## src/rtl/pc_fetch_gen_pkg.sv

```systemverilog
// riscv_fetch_pkg: shared fetch-side constants for the PC generator.
// State encoding, datapath width and default boot address.
package riscv_fetch_pkg;

   localparam int X_LEN = 32;

   typedef logic [2:0] state_t;

   localparam state_t S_BOOT      = 3'd0;
   localparam state_t S_RUN       = 3'd1;
   localparam state_t S_REDIRECT  = 3'd2;
   localparam state_t S_HALT_WAIT = 3'd3;
   localparam state_t S_HALTED    = 3'd4;

   localparam logic [31:0] NOP = 32'h0000_0013;

   localparam logic [X_LEN-1:0] DEFAULT_RESET_PC = '0;

   function automatic logic misaligned(input logic [1:0] lo);
      return |lo;
   endfunction

endpackage

```

## src/rtl/pc_fetch_gen_if.sv

```systemverilog
// pc_fetch_gen_if: request/abort bus between PC generator and fetch unit.
// master = PC generator side, slave = fetch unit side.
interface pc_fetch_gen_if #(
   parameter int X_LEN = riscv_fetch_pkg::X_LEN
);

   logic [X_LEN-1:0] pc_o;
   logic             pc_valid_o;
   logic             abort_rvalid_o;
   logic             stop_request_o;
   logic             stall_if_i;
   logic             stall_id_i;
   logic             reset_able_i;

   modport master (
      output pc_o,
      output pc_valid_o,
      output abort_rvalid_o,
      output stop_request_o,
      input  stall_if_i,
      input  stall_id_i,
      input  reset_able_i
   );

   modport slave (
      input  pc_o,
      input  pc_valid_o,
      input  abort_rvalid_o,
      input  stop_request_o,
      output stall_if_i,
      output stall_id_i,
      output reset_able_i
   );

endinterface

```

## src/rtl/pc_fetch_gen.sv

```systemverilog
// pc_fetch_gen: fetch PC generator with redirect, stall and halt handling.
// Optional misaligned-target trap enabled by PCGEN_MISALIGN_TRAP_EN.
module pc_fetch_gen #(
   parameter int               X_LEN    = riscv_fetch_pkg::X_LEN,
   parameter logic [X_LEN-1:0] RESET_PC = riscv_fetch_pkg::DEFAULT_RESET_PC
) (
   input  logic             clk,
   input  logic             reset,
   pc_fetch_gen_if.master   fetch,
   input  logic             stall_exec_i,
   input  logic             branch_i,
   input  logic [X_LEN-1:0] branch_target_i,
   input  logic             halt_i,
   output logic [X_LEN-1:0] pc_inflight_o,
   output logic [X_LEN-1:0] pc_id_o,
   output logic [X_LEN-1:0] fetch_count_o,
`ifdef PCGEN_MISALIGN_TRAP_EN
   output logic             misalign_trap_o,
   output logic [X_LEN-1:0] mtval_o,
`endif
   output logic             halted_o
);

   import riscv_fetch_pkg::*;

   state_t           state_q;
   state_t           state_d;
   logic [X_LEN-1:0] pc_q;
   logic [X_LEN-1:0] pc_d;
   logic [X_LEN-1:0] inflight_q;
   logic [X_LEN-1:0] id_q;
   logic [X_LEN-1:0] count_q;
   logic             valid;
   logic             stop;
   logic             halted;
   logic             run_like;
   logic             accept;
   logic             redirect;
   logic             id_adv;
`ifdef PCGEN_MISALIGN_TRAP_EN
   logic             trap;
   logic             trap_q;
   logic [X_LEN-1:0] mtval_q;
`endif

   always_ff @(posedge clk) begin
      if (reset) begin
         state_q <= S_BOOT;
      end else begin
         state_q <= state_d;
      end
   end

   // Once halting, nothing but reset leaves the halt states.
   always_comb begin
      state_d  = state_q;
      redirect = 1'b0;
`ifdef PCGEN_MISALIGN_TRAP_EN
      trap     = 1'b0;
`endif
      unique case (state_q)
         S_HALT_WAIT: begin
            if (fetch.reset_able_i) begin
               state_d = S_HALTED;
            end
         end
         S_HALTED: begin
            state_d = S_HALTED;
         end
         default: begin
            if (halt_i) begin
               state_d = S_HALT_WAIT;
`ifdef PCGEN_MISALIGN_TRAP_EN
            end else if (branch_i &&
                         misaligned(branch_target_i[1:0])) begin
               state_d = S_HALT_WAIT;
               trap    = 1'b1;
`endif
            end else if (branch_i) begin
               state_d  = S_REDIRECT;
               redirect = 1'b1;
            end else begin
               state_d = S_RUN;
            end
         end
      endcase
   end

   always_comb begin
      valid    = 1'b0;
      stop     = 1'b0;
      halted   = 1'b0;
      run_like = 1'b0;
      unique case (1'b1)
         (state_q == S_RUN): begin
            valid    = 1'b1;
            run_like = 1'b1;
         end
         (state_q == S_REDIRECT): begin
            run_like = 1'b1;
         end
         (state_q == S_HALT_WAIT): begin
            stop = 1'b1;
         end
         (state_q == S_HALTED): begin
            stop   = 1'b1;
            halted = 1'b1;
         end
         default: begin
         end
      endcase
   end

   assign accept = valid & ~fetch.stall_if_i & ~stall_exec_i
                 & ~branch_i & ~halt_i & ~stop;

   assign id_adv = ~fetch.stall_id_i & ~stall_exec_i
                 & ~fetch.stall_if_i & ~branch_i;

   always_comb begin
      pc_d = pc_q;
      if (redirect) begin
         pc_d = {branch_target_i[X_LEN-1:2], 2'b00};
      end else if (accept) begin
         pc_d = pc_q + X_LEN'(4);
      end
   end

   always_ff @(posedge clk) begin
      if (reset) begin
         pc_q       <= RESET_PC;
         inflight_q <= '0;
         id_q       <= '0;
         count_q    <= '0;
      end else begin
         pc_q <= pc_d;
         if (accept) begin
            inflight_q <= pc_q;
            count_q    <= count_q + X_LEN'(1);
         end
         if (id_adv) begin
            id_q <= inflight_q;
         end
      end
   end

`ifdef PCGEN_MISALIGN_TRAP_EN
   always_ff @(posedge clk) begin
      if (reset) begin
         trap_q  <= 1'b0;
         mtval_q <= '0;
      end else if (trap) begin
         trap_q  <= 1'b1;
         mtval_q <= branch_target_i;
      end
   end

   assign misalign_trap_o = trap_q;
   assign mtval_o         = mtval_q;
`endif

   assign fetch.pc_o           = pc_q;
   assign fetch.pc_valid_o     = valid;
   assign fetch.stop_request_o = stop;
   assign fetch.abort_rvalid_o = branch_i & run_like;
   assign pc_inflight_o        = inflight_q;
   assign pc_id_o              = id_q;
   assign fetch_count_o        = count_q;
   assign halted_o             = halted;

endmodule

```

## src/flat_wrapper.sv

```systemverilog
// flat-port wrapper written by rule: the top's interface ports become plain ports
module pc_fetch_gen_flat import riscv_fetch_pkg::*;
#(
   parameter int               X_LEN    = riscv_fetch_pkg::X_LEN,
   parameter logic [X_LEN-1:0] RESET_PC = riscv_fetch_pkg::DEFAULT_RESET_PC
)
  (clk, reset, stall_exec_i, branch_i, branch_target_i, halt_i, pc_inflight_o, pc_id_o, fetch_count_o, halted_o, fetch_pc_o, fetch_pc_valid_o, fetch_abort_rvalid_o, fetch_stop_request_o, fetch_stall_if_i, fetch_stall_id_i, fetch_reset_able_i);
  pc_fetch_gen_if #(.X_LEN(X_LEN)) fetch_i ();
  input  logic clk;
  input  logic reset;
  input  logic stall_exec_i;
  input  logic branch_i;
  input  logic [X_LEN-1:0] branch_target_i;
  input  logic halt_i;
  output logic [X_LEN-1:0] pc_inflight_o;
  output logic [X_LEN-1:0] pc_id_o;
  output logic [X_LEN-1:0] fetch_count_o;
  output logic halted_o;
  output wire logic [$bits(fetch_i.pc_o)-1:0] fetch_pc_o;
  output wire logic [$bits(fetch_i.pc_valid_o)-1:0] fetch_pc_valid_o;
  output wire logic [$bits(fetch_i.abort_rvalid_o)-1:0] fetch_abort_rvalid_o;
  output wire logic [$bits(fetch_i.stop_request_o)-1:0] fetch_stop_request_o;
  input wire logic [$bits(fetch_i.stall_if_i)-1:0] fetch_stall_if_i;
  input wire logic [$bits(fetch_i.stall_id_i)-1:0] fetch_stall_id_i;
  input wire logic [$bits(fetch_i.reset_able_i)-1:0] fetch_reset_able_i;
  assign fetch_pc_o = fetch_i.pc_o;
  assign fetch_pc_valid_o = fetch_i.pc_valid_o;
  assign fetch_abort_rvalid_o = fetch_i.abort_rvalid_o;
  assign fetch_stop_request_o = fetch_i.stop_request_o;
  assign fetch_i.stall_if_i = fetch_stall_if_i;
  assign fetch_i.stall_id_i = fetch_stall_id_i;
  assign fetch_i.reset_able_i = fetch_reset_able_i;
  pc_fetch_gen #(.X_LEN(X_LEN), .RESET_PC(RESET_PC)) u_core (.clk(clk), .reset(reset), .fetch(fetch_i), .stall_exec_i(stall_exec_i), .branch_i(branch_i), .branch_target_i(branch_target_i), .halt_i(halt_i), .pc_inflight_o(pc_inflight_o), .pc_id_o(pc_id_o), .fetch_count_o(fetch_count_o), .halted_o(halted_o));
endmodule
```

## config.mk

```make
export PLATFORM = sky130hd
export DESIGN_NAME = pc_fetch_gen_flat
export DESIGN_NICKNAME = d
export VERILOG_FILES = /design/src/rtl/pc_fetch_gen_pkg.sv /design/src/rtl/pc_fetch_gen_if.sv /design/src/rtl/pc_fetch_gen.sv /design/src/flat_wrapper.sv
export SDC_FILE = /design/constraint.sdc
export NUM_CORES = 1
export LEC_CHECK = 0
export ABC_AREA = 1
export CORE_ASPECT_RATIO = 0.75
export CORE_MARGIN = 2
export CORE_UTILIZATION = 40
export CTS_CLUSTER_SIZE = 10
export DETAILED_ROUTE_END_ITERATION = 8
export GPL_TIMING_DRIVEN = 0
export PLACE_DENSITY = 0.7
export SYNTH_ARGS = -nofsm -noshare
export SYNTH_HDL_FRONTEND = slang
export SYNTH_SLANG_ARGS = --single-unit
```

## constraint.sdc

```tcl
create_clock -name clk -period 4.3 [get_ports clk]
set_input_delay 0.645 -clock clk [delete_from_list [all_inputs] [get_ports clk]]
set_output_delay 0.645 -clock clk [all_outputs]
set_load 0.05 [all_outputs]
```

==> metrics.cfg, run 1 <==
[run]
timing.max_cap.violations=0

[run_status]
outcome=completed

[routing]
drt-total-wl_mm=21.7
wl_per_cell_um=16.2
via_per_inst=5.13
drc=0
vias=6860
drt_iter0_markers=731
drt-pass1-iter-count=5
antenna_left=0

[hold_path]
worstHoldStart=u_core.fetch_count_o[6]$_SDFFE_PP0P_
hold_path_class=reg2reg
holdPathStages=1
min_to=u_core.fetch_count_o[6]$_SDFFE_PP0P_

[synth]
netlist_instances=933
syn-cell-area_um2=6230
postSynthAreaPerCell_um2=6.68
ys_seq_area_share_pct=40.1
ys_seq_elements=125
synthTopCellsByCount=234 x nand2_1, 169 x nor2_1, 125 x dfxtp_1
synth_edf_count=0
yosysTopAreaCell=dfxtp_1
yosys_warnings=0
synth_cell_types=43
yosysMostFrequentCell=nand2_1
ys.flop_type=dfxtp_1
synth_top_area_share_pct=40.1
ys_top_cells_by_area=dfxtp_1 40%, nand2_1 14%, nor2_1 10%, o21ai_0 6.1%, a21oi_1 4.5%
synth-async-reset-ratio_pct=0

[clocking]
cts-root-buf=clkbuf_16
cts.reportedPaths.clkPinSlew_ns=0.06
clkSinkCount=125
cts_tree=done
cts.path.max_buffers=2
cts_setup_buffers=0
ctsHoldBuffers=0
numCtsBuffers=17
clkLatencyLatePin_ns=0.43
htree_levels=4
post_cts_resized=0

[power]
p_clk_share_pct=50.8
power_frac_seq_pct=37.9
leakagePower_uw=0.00342
finalPower_uw=3220
p_int_uw=2370
swShare_pct=26.6
combPwrFrac_pct=11.3
max-vdd-ir-drop_v=0.000256
p_sw_uw=857
cellPowerDensity_nw_per_um2=366

[sta]
hold_viol=0
finalClockSkew_ns=0.00567
tightest_slew_ns=0.735
period_share_pct=68.3
rsz0062_at_grt=false
fmax_ghz=0.341
final.min_clock_period_ns=2.94
finalSetupViolations=0
drv_slew=0
hold-worst-slack_ns=0.490
fin_ws_ns=1.36
tns_ns=0
slew_headroom_pct=51.0

[setup_path]
criticalPathCategory=in2out
cp-end-kind=output port
critical_path.max_fanout=3
arrival_ns=2.29
r2r_cells=10
rrSetupSlack_ns=2.48
critPathLaunchType=input port
r2r_end=u_core.fetch_count_o[22]$_SDFFE_PP0P_
required_ns=3.65
reg2reg_from=u_core.fetch_count_o[1]$_SDFFE_PP0P_

[cells_and_area]
area_growth_pct=41.1
n_antenna_cell=0
fin_nets=1161
regArea_um2=2500
fillerInstances=1479
drive_above_1_share_pct=8.57
multi_input_area_um2=3230
final_core_util_pct=57.8

[die]
dieArea_um2=16600
die_h_um=112
std_cell_rows=39
die_w_um=148
core_um2=15200
start_util_pct=41.0
ioPinCount=172

[global_route]
grt_antenna_before_repair=0
grt.overflow.total=0
grt_usage_pct=26.2
grt_max_degree=17
grt_pass1_vias=5846
grt_pass1_wl_mm=33.4

[place]
place_ws_ns=1.34
dpl.hpwl_mm=16.4
place_congestion=0.969
io_buffers=162

[worst max path at each step]
stage | from | end | slack (ns)
5_1_grt | branch_i | fetch_abort_rvalid_o | 1.32
3_5_place_dp | branch_i | fetch_abort_rvalid_o | 1.34
3_3_place_gp | branch_i | fetch_abort_rvalid_o | 1.34
6_report | branch_i | fetch_abort_rvalid_o | 1.36
4_1_cts | branch_i | fetch_abort_rvalid_o | 1.35
2_1_floorplan | branch_i | fetch_abort_rvalid_o | 1.89
[metal layers]
layer | up-vias | GRT usage (%) | share of wire [%]
li1 | 3356 | - | -
met4 | 0 | 7.87 | 1.6
met2 | 303 | 36.4 | 42
met1 | 3176 | 40.1 | 47
met5 | - | 0 | 0
met3 | 25 | 5.65 | 9.2
[power groups by stage]
stage / registers [uW] / logic, uW / clock network, uW
6_report: 1220 / 364 / 1640
5_1_grt: 1230 / 385 / 1700
4_1_cts: 1220 / 362 / 1650
3_5_place_dp: 1250 / 361 / 0
3_3_place_gp: 1250 / 358 / 0
2_1_floorplan: 1330 / 132 / 0
[cells in the final DEF (no fill, tap or decap), types with 5 or more instances in the layout]
| master | Yosys | routed |
|---|---|---|
| xnor2_1 | 7 | 7 |
| nor2_2 | 11 | 11 |
| nor2_1 | 169 | 169 |
| nor2_4 | 9 | 9 |
| nand4_1 | 7 | 7 |
| nand2_1 | 234 | 234 |
| buf_2 | 11 | 11 |
| bufinv_16 | 0 | 5 |
| dfxtp_1 | 125 | 125 |
| nand2_2 | 7 | 7 |
| a211oi_1 | 5 | 5 |
| clkbuf_1 | 17 | 17 |
| nor3_1 | 13 | 13 |
| buf_4 | 10 | 10 |
| inv_1 | 72 | 72 |
| nand3_1 | 53 | 53 |
| conb_1 | 1 | 6 |
| xor2_1 | 6 | 6 |
| o21ai_0 | 76 | 76 |
| a21oi_1 | 56 | 56 |
| clkbuf_16 | 0 | 17 |
| clkdlybuf4s50_1 | 0 | 162 |
[stage by stage]
stage,cells,cell area (um2)
3_3_place_gp,1305,8130
2_1_floorplan,938,6250
3_5_place_dp,1305,8130
6_report,1337,8800
4_1_cts,1337,8800
5_1_grt,1337,8800
[state kept, by name, summed over array words and instances, names as in the netlist]
register,count
u_core.state_q,3
u_core.fetch.pc_o,30
u_core.pc_inflight_o,30
u_core.fetch_count_o,32
u_core.pc_id_o,30
[final cells by class]
class                      count  share of cell area (%)
clock inverter                14                    2.60
inverter                      79                    3.41
clock buffer                  18                    4.99
sequential                   125                    28.4
timing repair buffer         162                    18.4
multi-input combinational    692                    36.7
tap                          205                    2.91
buffer                        42                    2.47
[cell families (layout without fill, tap and decap cells)]
kind of cell	after synthesis	in the layout	share of synthesized area (%)
simple gates	523	523	36.5
buf+inv	121	315	8.31
fa+ha+maj	2	2	0.401
other cells	1	6	0.0601
flops	125	125	40.1
compound gates	148	148	12.8
xor+xnor	13	13	1.83
[critical path: stages]
cell,delay (ns)
clkdlybuf4s50_1,0.56
inv_2,0.08
nor3_1,0.17
clkdlybuf4s50_1,0.82
Power figures use the tool's default switching activity.
==> run 2, diff against run 1 <==
Clock period 4.3 ns to 3 ns, I/O delays scaled along.
==> results of run 2 <==
Same layout as run 1 (identical final DEF). Status: completed.
Main changes from that run: setup slack after placement 1.34 ns -> 0.431 ns; setup slack after layout 1.36 ns -> 0.454 ns; register-to-register setup slack 2.48 ns -> 1.18 ns; total power 3220 uW -> 4620 uW; worst IR drop on VDD 0.000256 V -> 0.000366 V
